## src/rtl/data_memory_arbiter_pkg.sv

```systemverilog
// Shared types for the two-master data memory arbiter: owner states,
// read-return tags and the width of the aging/lock counters.
package data_memory_arbiter_pkg;

  localparam int CNT_W = 4;

  typedef enum logic [1:0] {
    IDLE,
    OWN0,
    OWN1,
    LOCK1
  } arb_state_e;

  typedef enum logic [1:0] {
    TAG_NONE,
    TAG_M0,
    TAG_M1
  } rd_tag_e;

  function automatic logic [CNT_W-1:0] sat_inc(input logic [CNT_W-1:0] v,
                                               input logic [CNT_W-1:0] lim);
    return (v >= lim) ? lim : v + CNT_W'(1);
  endfunction

endpackage

```

## src/rtl/data_memory_arbiter.sv

```systemverilog
// Shares one single-port synchronous data memory between the CPU (master 0,
// priority) and a secondary master 1 with aging and lock-burst support.
module data_memory_arbiter
  import data_memory_arbiter_pkg::*;
#(
  parameter int ADDR_W   = 16,
  parameter int DATA_W   = 16,
  parameter int MAX_WAIT = 4,
  parameter int MAX_LOCK = 8
) (
  input  logic              clock,
  input  logic              reset,
  input  logic              m0_req,
  input  logic              m0_we,
  input  logic [ADDR_W-1:0] m0_addr,
  input  logic [DATA_W-1:0] m0_wdata,
  input  logic              m1_req,
  input  logic              m1_we,
  input  logic [ADDR_W-1:0] m1_addr,
  input  logic [DATA_W-1:0] m1_wdata,
  input  logic              m1_lock,
  output logic              m0_gnt,
  output logic              m1_gnt,
  output logic              m0_rvalid,
  output logic              m1_rvalid,
  output logic [DATA_W-1:0] m0_rdata,
  output logic [DATA_W-1:0] m1_rdata,
  output logic              mem_we,
  output logic [ADDR_W-1:0] mem_addr,
  output logic [DATA_W-1:0] mem_wdata,
  input  logic [DATA_W-1:0] mem_rdata
);

  localparam logic [CNT_W-1:0] WAIT_LIM  = CNT_W'(MAX_WAIT);
  localparam logic [CNT_W-1:0] LOCK_LAST = CNT_W'(MAX_LOCK - 1);

  arb_state_e       state_q, state_d;
  rd_tag_e          tag_q, tag_d;
  logic [CNT_W-1:0] wait_cnt_q, wait_cnt_d;
  logic [CNT_W-1:0] lock_cnt_q, lock_cnt_d;

  logic lock_hold;
  logic aged;
  logic m0_win;
  logic m1_win;

  // Winner select and memory-side mux; reset low suppresses every grant so a
  // request caught by an asserting reset never reaches the memory.
  always_comb begin
    lock_hold = (state_q == LOCK1) && m1_req;
    aged      = m1_req && (wait_cnt_q == WAIT_LIM);
    m1_win    = reset && (lock_hold || aged || (m1_req && !m0_req));
    m0_win    = reset && m0_req && !m1_win;

    mem_we    = 1'b0;
    mem_addr  = '0;
    mem_wdata = '0;
    if (m0_win) begin
      mem_we    = m0_we;
      mem_addr  = m0_addr;
      mem_wdata = m0_wdata;
    end else if (m1_win) begin
      mem_we    = m1_we;
      mem_addr  = m1_addr;
      mem_wdata = m1_wdata;
    end
  end

  assign m0_gnt = m0_win;
  assign m1_gnt = m1_win;

  always_comb begin
    state_d    = IDLE;
    tag_d      = TAG_NONE;
    lock_cnt_d = '0;
    wait_cnt_d = '0;

    if (m0_win) begin
      state_d = OWN0;
      if (!m0_we) tag_d = TAG_M0;
    end else if (m1_win) begin
      // lock_cnt is zero outside LOCK1, so a fresh burst starts counting at 0
      if (m1_lock && (lock_cnt_q < LOCK_LAST)) begin
        state_d    = LOCK1;
        lock_cnt_d = lock_cnt_q + CNT_W'(1);
      end else begin
        state_d = OWN1;
      end
      if (!m1_we) tag_d = TAG_M1;
    end

    if (m1_req && !m1_win) wait_cnt_d = sat_inc(wait_cnt_q, WAIT_LIM);
  end

  always_ff @(posedge clock or negedge reset) begin
    if (!reset) begin
      state_q    <= IDLE;
      tag_q      <= TAG_NONE;
      wait_cnt_q <= '0;
      lock_cnt_q <= '0;
    end else begin
      state_q    <= state_d;
      tag_q      <= tag_d;
      wait_cnt_q <= wait_cnt_d;
      lock_cnt_q <= lock_cnt_d;
    end
  end

  // Memory data arrives one cycle after its address; the tag steers it.
  assign m0_rvalid = (tag_q == TAG_M0);
  assign m1_rvalid = (tag_q == TAG_M1);
  assign m0_rdata  = m0_rvalid ? mem_rdata : '0;
  assign m1_rdata  = m1_rvalid ? mem_rdata : '0;

endmodule

```

## config.mk

```make
export PLATFORM = sky130hd
export DESIGN_NAME = data_memory_arbiter
export DESIGN_NICKNAME = d
export VERILOG_FILES = /design/src/rtl/data_memory_arbiter_pkg.sv /design/src/rtl/data_memory_arbiter.sv
export SDC_FILE = /design/constraint.sdc
export NUM_CORES = 1
export LEC_CHECK = 0
export CAP_MARGIN = 20
export CELL_PAD_IN_SITES_DETAIL_PLACEMENT = 1
export CELL_PAD_IN_SITES_GLOBAL_PLACEMENT = 1
export CORE_ASPECT_RATIO = 1.25
export CORE_MARGIN = 4
export CORE_UTILIZATION = 21
export CTS_BUF_LIST = sky130_fd_sc_hd__clkbuf_4 sky130_fd_sc_hd__clkbuf_8
export DETAILED_ROUTE_END_ITERATION = 8
export PLACE_DENSITY_LB_ADDON = 0.12
export SYNTH_ARGS = -nofsm -noshare
export SYNTH_HDL_FRONTEND = slang
export SYNTH_SLANG_ARGS = --single-unit
```

## constraint.sdc

```tcl
create_clock -name clock -period 4.2 [get_ports clock]
set_input_delay 1.26 -clock clock [delete_from_list [all_inputs] [get_ports clock]]
set_output_delay 1.26 -clock clock [all_outputs]
set_load 0.02 [all_outputs]
```

==> metrics.cfg, run 1 <==
[die]
start_util_pct = 21.6
die_area_um2 = 8590
io_pins = 156
die_x_um = 83.7
die_y_um = 103
core_um2 = 6980
fp-row-count = 34

[timing]
slew_violations = 0
finalHoldWorstSlack_ns = 0.464
max_slew.worst_pin.slew_ns = 0.529
post-route-period-util_pct = 99.0
fin_setup_tns_ns = 0
rsz0062_at_grt = yes
post-route-min-period_ns = 4.16
setup_viol = 0
skew_ns = 0.00517
fmax_mhz = 241
maxSlewHeadroom_pct = 64.6
hold_violations = 0

[route]
wirelength_um = 6180
vias_per_cell = 4.41
vias = 1801
post_drt_wl_per_cell_um = 15.1
first_pass_iters = 4
first_iter_violations = 20
drtAntennaViolNets = 0
drc = 0

[cells_and_area]
area_delta_synth_final_pct = 115
post-route-util_pct = 46.3
nets = 410
antenna_cells = 0
layout_common_cells = clkdlybuf4s50_1, and2_1, and3_1, mux2_4, buf_4
mostFrequentLayoutCell = clkdlybuf4s50_1
layout-drive-gt1-share_pct = 23.6

[synthesis]
synth-edff-count = 0
avgSynthCellArea_um2 = 9.89
ys_seq_area_share_pct = 20.0
synthFlopType = dfrtp_1
syn-num-nets = 242
ys_ff_latch = 12
synth_top_area_cell = mux2_4
synth_largest_type_area_fraction_pct = 26.0
synthArstFlopShare_pct = 100
synth_area_um2 = 1500
yosysWarnings = 0
synthCells = 152
ys_top_cells_by_area = mux2_4, dfrtp_1, and2_1
yosysUniqueCellTypes = 26

[global_routing]
grt_use_total_pct = 13.5
grt_max_degree = 35
grt_pass1_vias = 1881
grt_pass1_wl_um = 9340
overflow = 0
antenna_found_initial = 0

[power_and_ir_drop]
vdd_ir_drop_max_mv = 0.115
power.leakage_nw = 1.60
p_per_area_nw_per_um2 = 151

[status]
outcome = complete, no violations

[cts]
htree_num_levels = 1
postCtsHoldBufs = 0
path_clk_slew_ns = 0.05
numCtsBuffers = 3
cts_buffer_depth = 2
cts-root-buf = clkbuf_8
clock_latency_ns = 0.23
cts_tree = done
cts_sinks = 12

[worst_setup_path]
crit_type = in2out
cp_cell_sequence = clkdlybuf4s50_1, a21boi_2, a21o_4, buf_12, mux2_4, dlygate4sd2_1
startpoint_type = input port
critPathRequiredTime_ns = 2.94
worst_ep_arrival_time_ns = 2.90
endpoint_kind = output port
critPathBufInv = 3
cp_slowest_cell = clkdlybuf4s50_1
crit_family = buffers and inverters
crit_path_max_fanout = 14
critPathMaxStageDelay_ns = 0.47

[job]
maxCapViolations = 0

[placement]
gp_congestion = 0.750
dp_hpwl_um = 5270
io_buffers = 155

[hold_path]
hp-class = reg2reg

-- synth_stat cells, types with 2 or more instances --
| library cell | number |
|---|---|
| and2_1 | 34 |
| and3_1 | 33 |
| mux2_4 | 26 |
| dfrtp_1 | 12 |
| clkbuf_1 | 8 |
| mux2_2 | 7 |
| nor2_1 | 4 |
| buf_12 | 3 |
| ha_1 | 3 |
| nor2b_1 | 3 |
| and4_1 | 2 |
| inv_1 | 2 |
| nand2_1 | 2 |
-- state kept, by name, indices dropped and copies added (netlist names) --
register / flops
lock_cnt_q: 4
state_q: 2
wait_cnt_q: 4
tag_q: 2
-- stage by stage --
step                instance area [um^2]  setup WS [ns]  total power, mW  cells
floorplan                           1500          0.721            0.243    152
global placement                    3220         -0.253            0.403    400
detailed placement                  3220         -0.306            0.405    400
CTS                                 3240        0.00113            0.494    404
global route                        3230       -0.00271            0.518    408
finish                              3230         0.0428            0.486    408
-- layer usage --
layer	GRT usage, %	share of wire (%)
met1	13.4	37
met2	25.0	47
met3	8.31	16
met4	1.49	0.34
met5	0	0
-- path summary, 6_finish.rpt --
| path | start | to | slack, ns | cells after the start |
|---|---|---|---|---|
| worst min register to register | lock_cnt_q[0]$_DFF_PN0_ | lock_cnt_q[0]$_DFF_PN0_ | 0.46 | 1 |
| worst min-delay path | lock_cnt_q[0]$_DFF_PN0_ | lock_cnt_q[0]$_DFF_PN0_ | 0.46 | 1 |
| min in group asynchronous | reset | lock_cnt_q[3]$_DFF_PN0_ | 1.34 | 2 |
| worst max-delay path | m0_req | mem_wdata[8] | 0.04 | 6 |
| worst max register to register | wait_cnt_q[0]$_DFF_PN0_ | lock_cnt_q[3]$_DFF_PN0_ | 2.56 | 5 |
| max in group asynchronous | reset | tag_q[0]$_DFF_PN0_ | 2.54 | 3 |
-- power by group --
| part | switching, mW | internal, mW | leakage (nW) |
|---|---|---|---|
| clock | 0.0365 | 0.0627 | 0.0216 |
| combinational | 0.103 | 0.161 | 1.42 |
| sequential | 0.00325 | 0.120 | 0.161 |
-- cell type report --
class                      instances  area [um^2]
clock buffer                       3         41.3
timing repair buffer             175         1670
multi-input combinational        125         1100
inverter                           3         13.8
tap                               90          113
fill                             841         3740
sequential                        12          300
-- logic make-up after synthesis --
kind of cell	count (synthesis)	share of synthesized area (%)
AO/OA/AOI/OAI	6	3.91
other	1	0.249
AND/OR/NAND/NOR	82	34.5
buffers and inverters	15	7.65
flip-flops	12	20.0
multiplexers	33	31.2
adder cells (fa/ha/maj)	3	2.50
-- timing repair --
item	CTS	global route
gates cloned	0	0
buffers inserted	1	4
gates resized for setup	54	21
endpoints found under the setup margin	35	24
pin swaps	0	0
No activity file was read; power rests on OpenSTA's default activity.
==> run 2, diff against run 1 <==
- TNS_END_PERCENT: unset -> 20
==> metrics.cfg, run 2 (synthesis gave the netlist of run 1 again) <==
[cts]
htree_num_levels = 1  ; unchanged
postCtsHoldBufs = 0  ; unchanged
clock_latency_ns = 0.23  ; about the same
cts_sinks = 12  ; unchanged
cts_tree = done
cts-root-buf = clkbuf_8
cts_buffer_depth = 2  ; unchanged
cts_resized = 53  ; -1.9%
path_clk_slew_ns = 0.05  ; about the same
cts_setup_buffers = 0  ; -1
numCtsBuffers = 3  ; unchanged

[power_and_ir_drop]
power.leakage_nw = 1.58  ; -1.7%
total_power_mw = 0.482  ; -0.89%
p_per_area_nw_per_um2 = 152  ; +0.91%
vdd_ir_drop_max_mv = 0.115  ; about the same

[timing]
hold_violations = 0  ; unchanged
post-route-min-period_ns = 4.15  ; -0.00280 ns
setup_viol = 0  ; unchanged
fmax_mhz = 241  ; about the same
max_slew.worst_pin.slew_ns = 0.529  ; unchanged
layout_setup_ws_ns = 0.0456  ; +0.00280 ns
skew_ns = 0.00517  ; -0.00000323 ns
slew_violations = 0  ; unchanged
rsz0062_at_grt = yes
fin_setup_tns_ns = 0  ; unchanged
maxSlewHeadroom_pct = 64.6  ; unchanged
post-route-period-util_pct = 98.9  ; about the same

[status]
outcome = complete, no violations

[route]
wirelength_um = 6130  ; -0.87%
first_iter_violations = 22  ; +10%
vias_per_cell = 4.40  ; -0.28%
drtAntennaViolNets = 0  ; unchanged
post_drt_wl_per_cell_um = 15.2  ; +0.36%
first_pass_iters = 4  ; unchanged
drc = 0  ; unchanged
vias = 1774  ; -1.5%

[worst_setup_path]
critPathBufInv = 3  ; unchanged
reg2reg_slack_ns = 2.56  ; about the same
crit_family = buffers and inverters
crit_type = in2out
endpoint_kind = output port
crit_path_max_fanout = 11  ; -3
worst_ep_arrival_time_ns = 2.89  ; about the same
cp_cell_sequence = clkdlybuf4s50_1, a21boi_2, a21o_4, buf_12, mux2_4, dlygate4sd2_1
rr_startpoint = wait_cnt_q[0]$_DFF_PN0_
critPathRequiredTime_ns = 2.94  ; about the same
reg2reg_depth = 5  ; unchanged
critPathMaxStageDelay_ns = 0.47  ; about the same
r2r-end = lock_cnt_q[3]$_DFF_PN0_
cp_slowest_cell = clkdlybuf4s50_1
startpoint_type = input port

[global_routing]
overflow = 0  ; unchanged
antenna_found_initial = 0  ; unchanged
grt_max_degree = 35  ; unchanged
grt_pass1_wl_um = 9340  ; unchanged
grt_use_total_pct = 13.5  ; -0.034 points
grt_pass1_vias = 1869  ; -0.64%

[cells_and_area]
stdcell_count = 403  ; -1.2%
area_delta_synth_final_pct = 111
layout-drive-gt1-share_pct = 24.0  ; +0.38 points
antenna_cells = 0  ; unchanged
reg.largest.list = lock_cnt_q x4, wait_cnt_q x4
layout_common_cells = clkdlybuf4s50_1, and2_1, and3_1, mux2_4, clkbuf_2
mostFrequentLayoutCell = clkdlybuf4s50_1
fill_cells = 845  ; +0.48%
nets = 405  ; -1.2%

[hold_path]
min_path_cells = 1  ; unchanged
whs_endpoint = lock_cnt_q[0]$_DFF_PN0_
hp-start = lock_cnt_q[0]$_DFF_PN0_
hp-class = reg2reg

[die]
start_util_pct = 21.6  ; unchanged
fp-row-count = 34  ; unchanged
io_pins = 156  ; unchanged
core_um2 = 6980  ; unchanged
die_y_um = 103  ; unchanged
die_x_um = 83.7  ; unchanged
die_area_um2 = 8590  ; unchanged

[placement]
place_ws_ns = -0.306  ; unchanged
gp_congestion = 0.750  ; unchanged
place_inst = 400  ; unchanged
dp_hpwl_um = 5270  ; unchanged
io_buffers = 155  ; unchanged

[job]
maxCapViolations = 0  ; unchanged

run 2: changes by cell type in the layout (fill, tap and decap cells not counted):
cell             before  now
dlygate4sd2_1        10    8
buf_4                17   13
buf_2                 1    0
clkdlybuf4s15_1      12    9
clkbuf_2             11   16
run 2: cell type report:
| cell class | instances | area (um^2) | share of cell area (%) |
|---|---|---|---|
| Inverter | 3 | 13.8 | 0.434 |
| Clock buffer | 3 | 41.3 | 1.30 |
| Tap cell | 90 | 113 | 3.55 |
| Multi-Input combinational cell | 125 | 1100 | 34.5 |
| Sequential cell | 12 | 300 | 9.46 |
| Timing Repair Buffer | 170 | 1610 | 50.7 |
run 2: stage by stage:
step           util [%]  hold WS [ns]  cell area (um^2)
3_3_place_gp       46.1         0.455              3220
3_5_place_dp       46.1         0.457              3220
5_1_grt            45.5         0.483              3170
6_report           45.5         0.464              3170
4_1_cts            46.5         0.466              3240
2_1_floorplan         -         0.424              1500
run 2: worst max-delay path by stage:
stage,start,to,slack (ns),cells past startpoint
6_report,m0_req,mem_wdata[13],0.05,6
3_3_place_gp,m0_req,mem_addr[14],-0.25,6
4_1_cts,m0_req,mem_wdata[9],0.001,6
5_1_grt,m0_req,mem_wdata[7],-0.003,6
3_5_place_dp,m0_req,mem_wdata[15],-0.31,6
2_1_floorplan,m0_req,m0_gnt,0.72,6
run 2: metal layers:
metal / global-route usage, % / wire length (um)
met1: 13.5 / 2250
met2: 24.9 / 2870
met3: 8.07 / 976
met4: 1.49 / 21
met5: 0 / 0
run 2: report_power, final:
group | leakage [nW] | internal, mW | switching, mW
registers | 0.161 | 0.120 | 0.00325
logic | 1.39 | 0.157 | 0.102
clock network | 0.0216 | 0.0627 | 0.0365
total | 1.58 | 0.340 | 0.142
==> run 3, diff against run 2 <==
- GPL_TIMING_DRIVEN: unset -> 1
- HOLD_SLACK_MARGIN: unset -> 0.05
==> results of run 3 <==
Same layout as run 2: the final DEF is identical, and so are final timing and power.
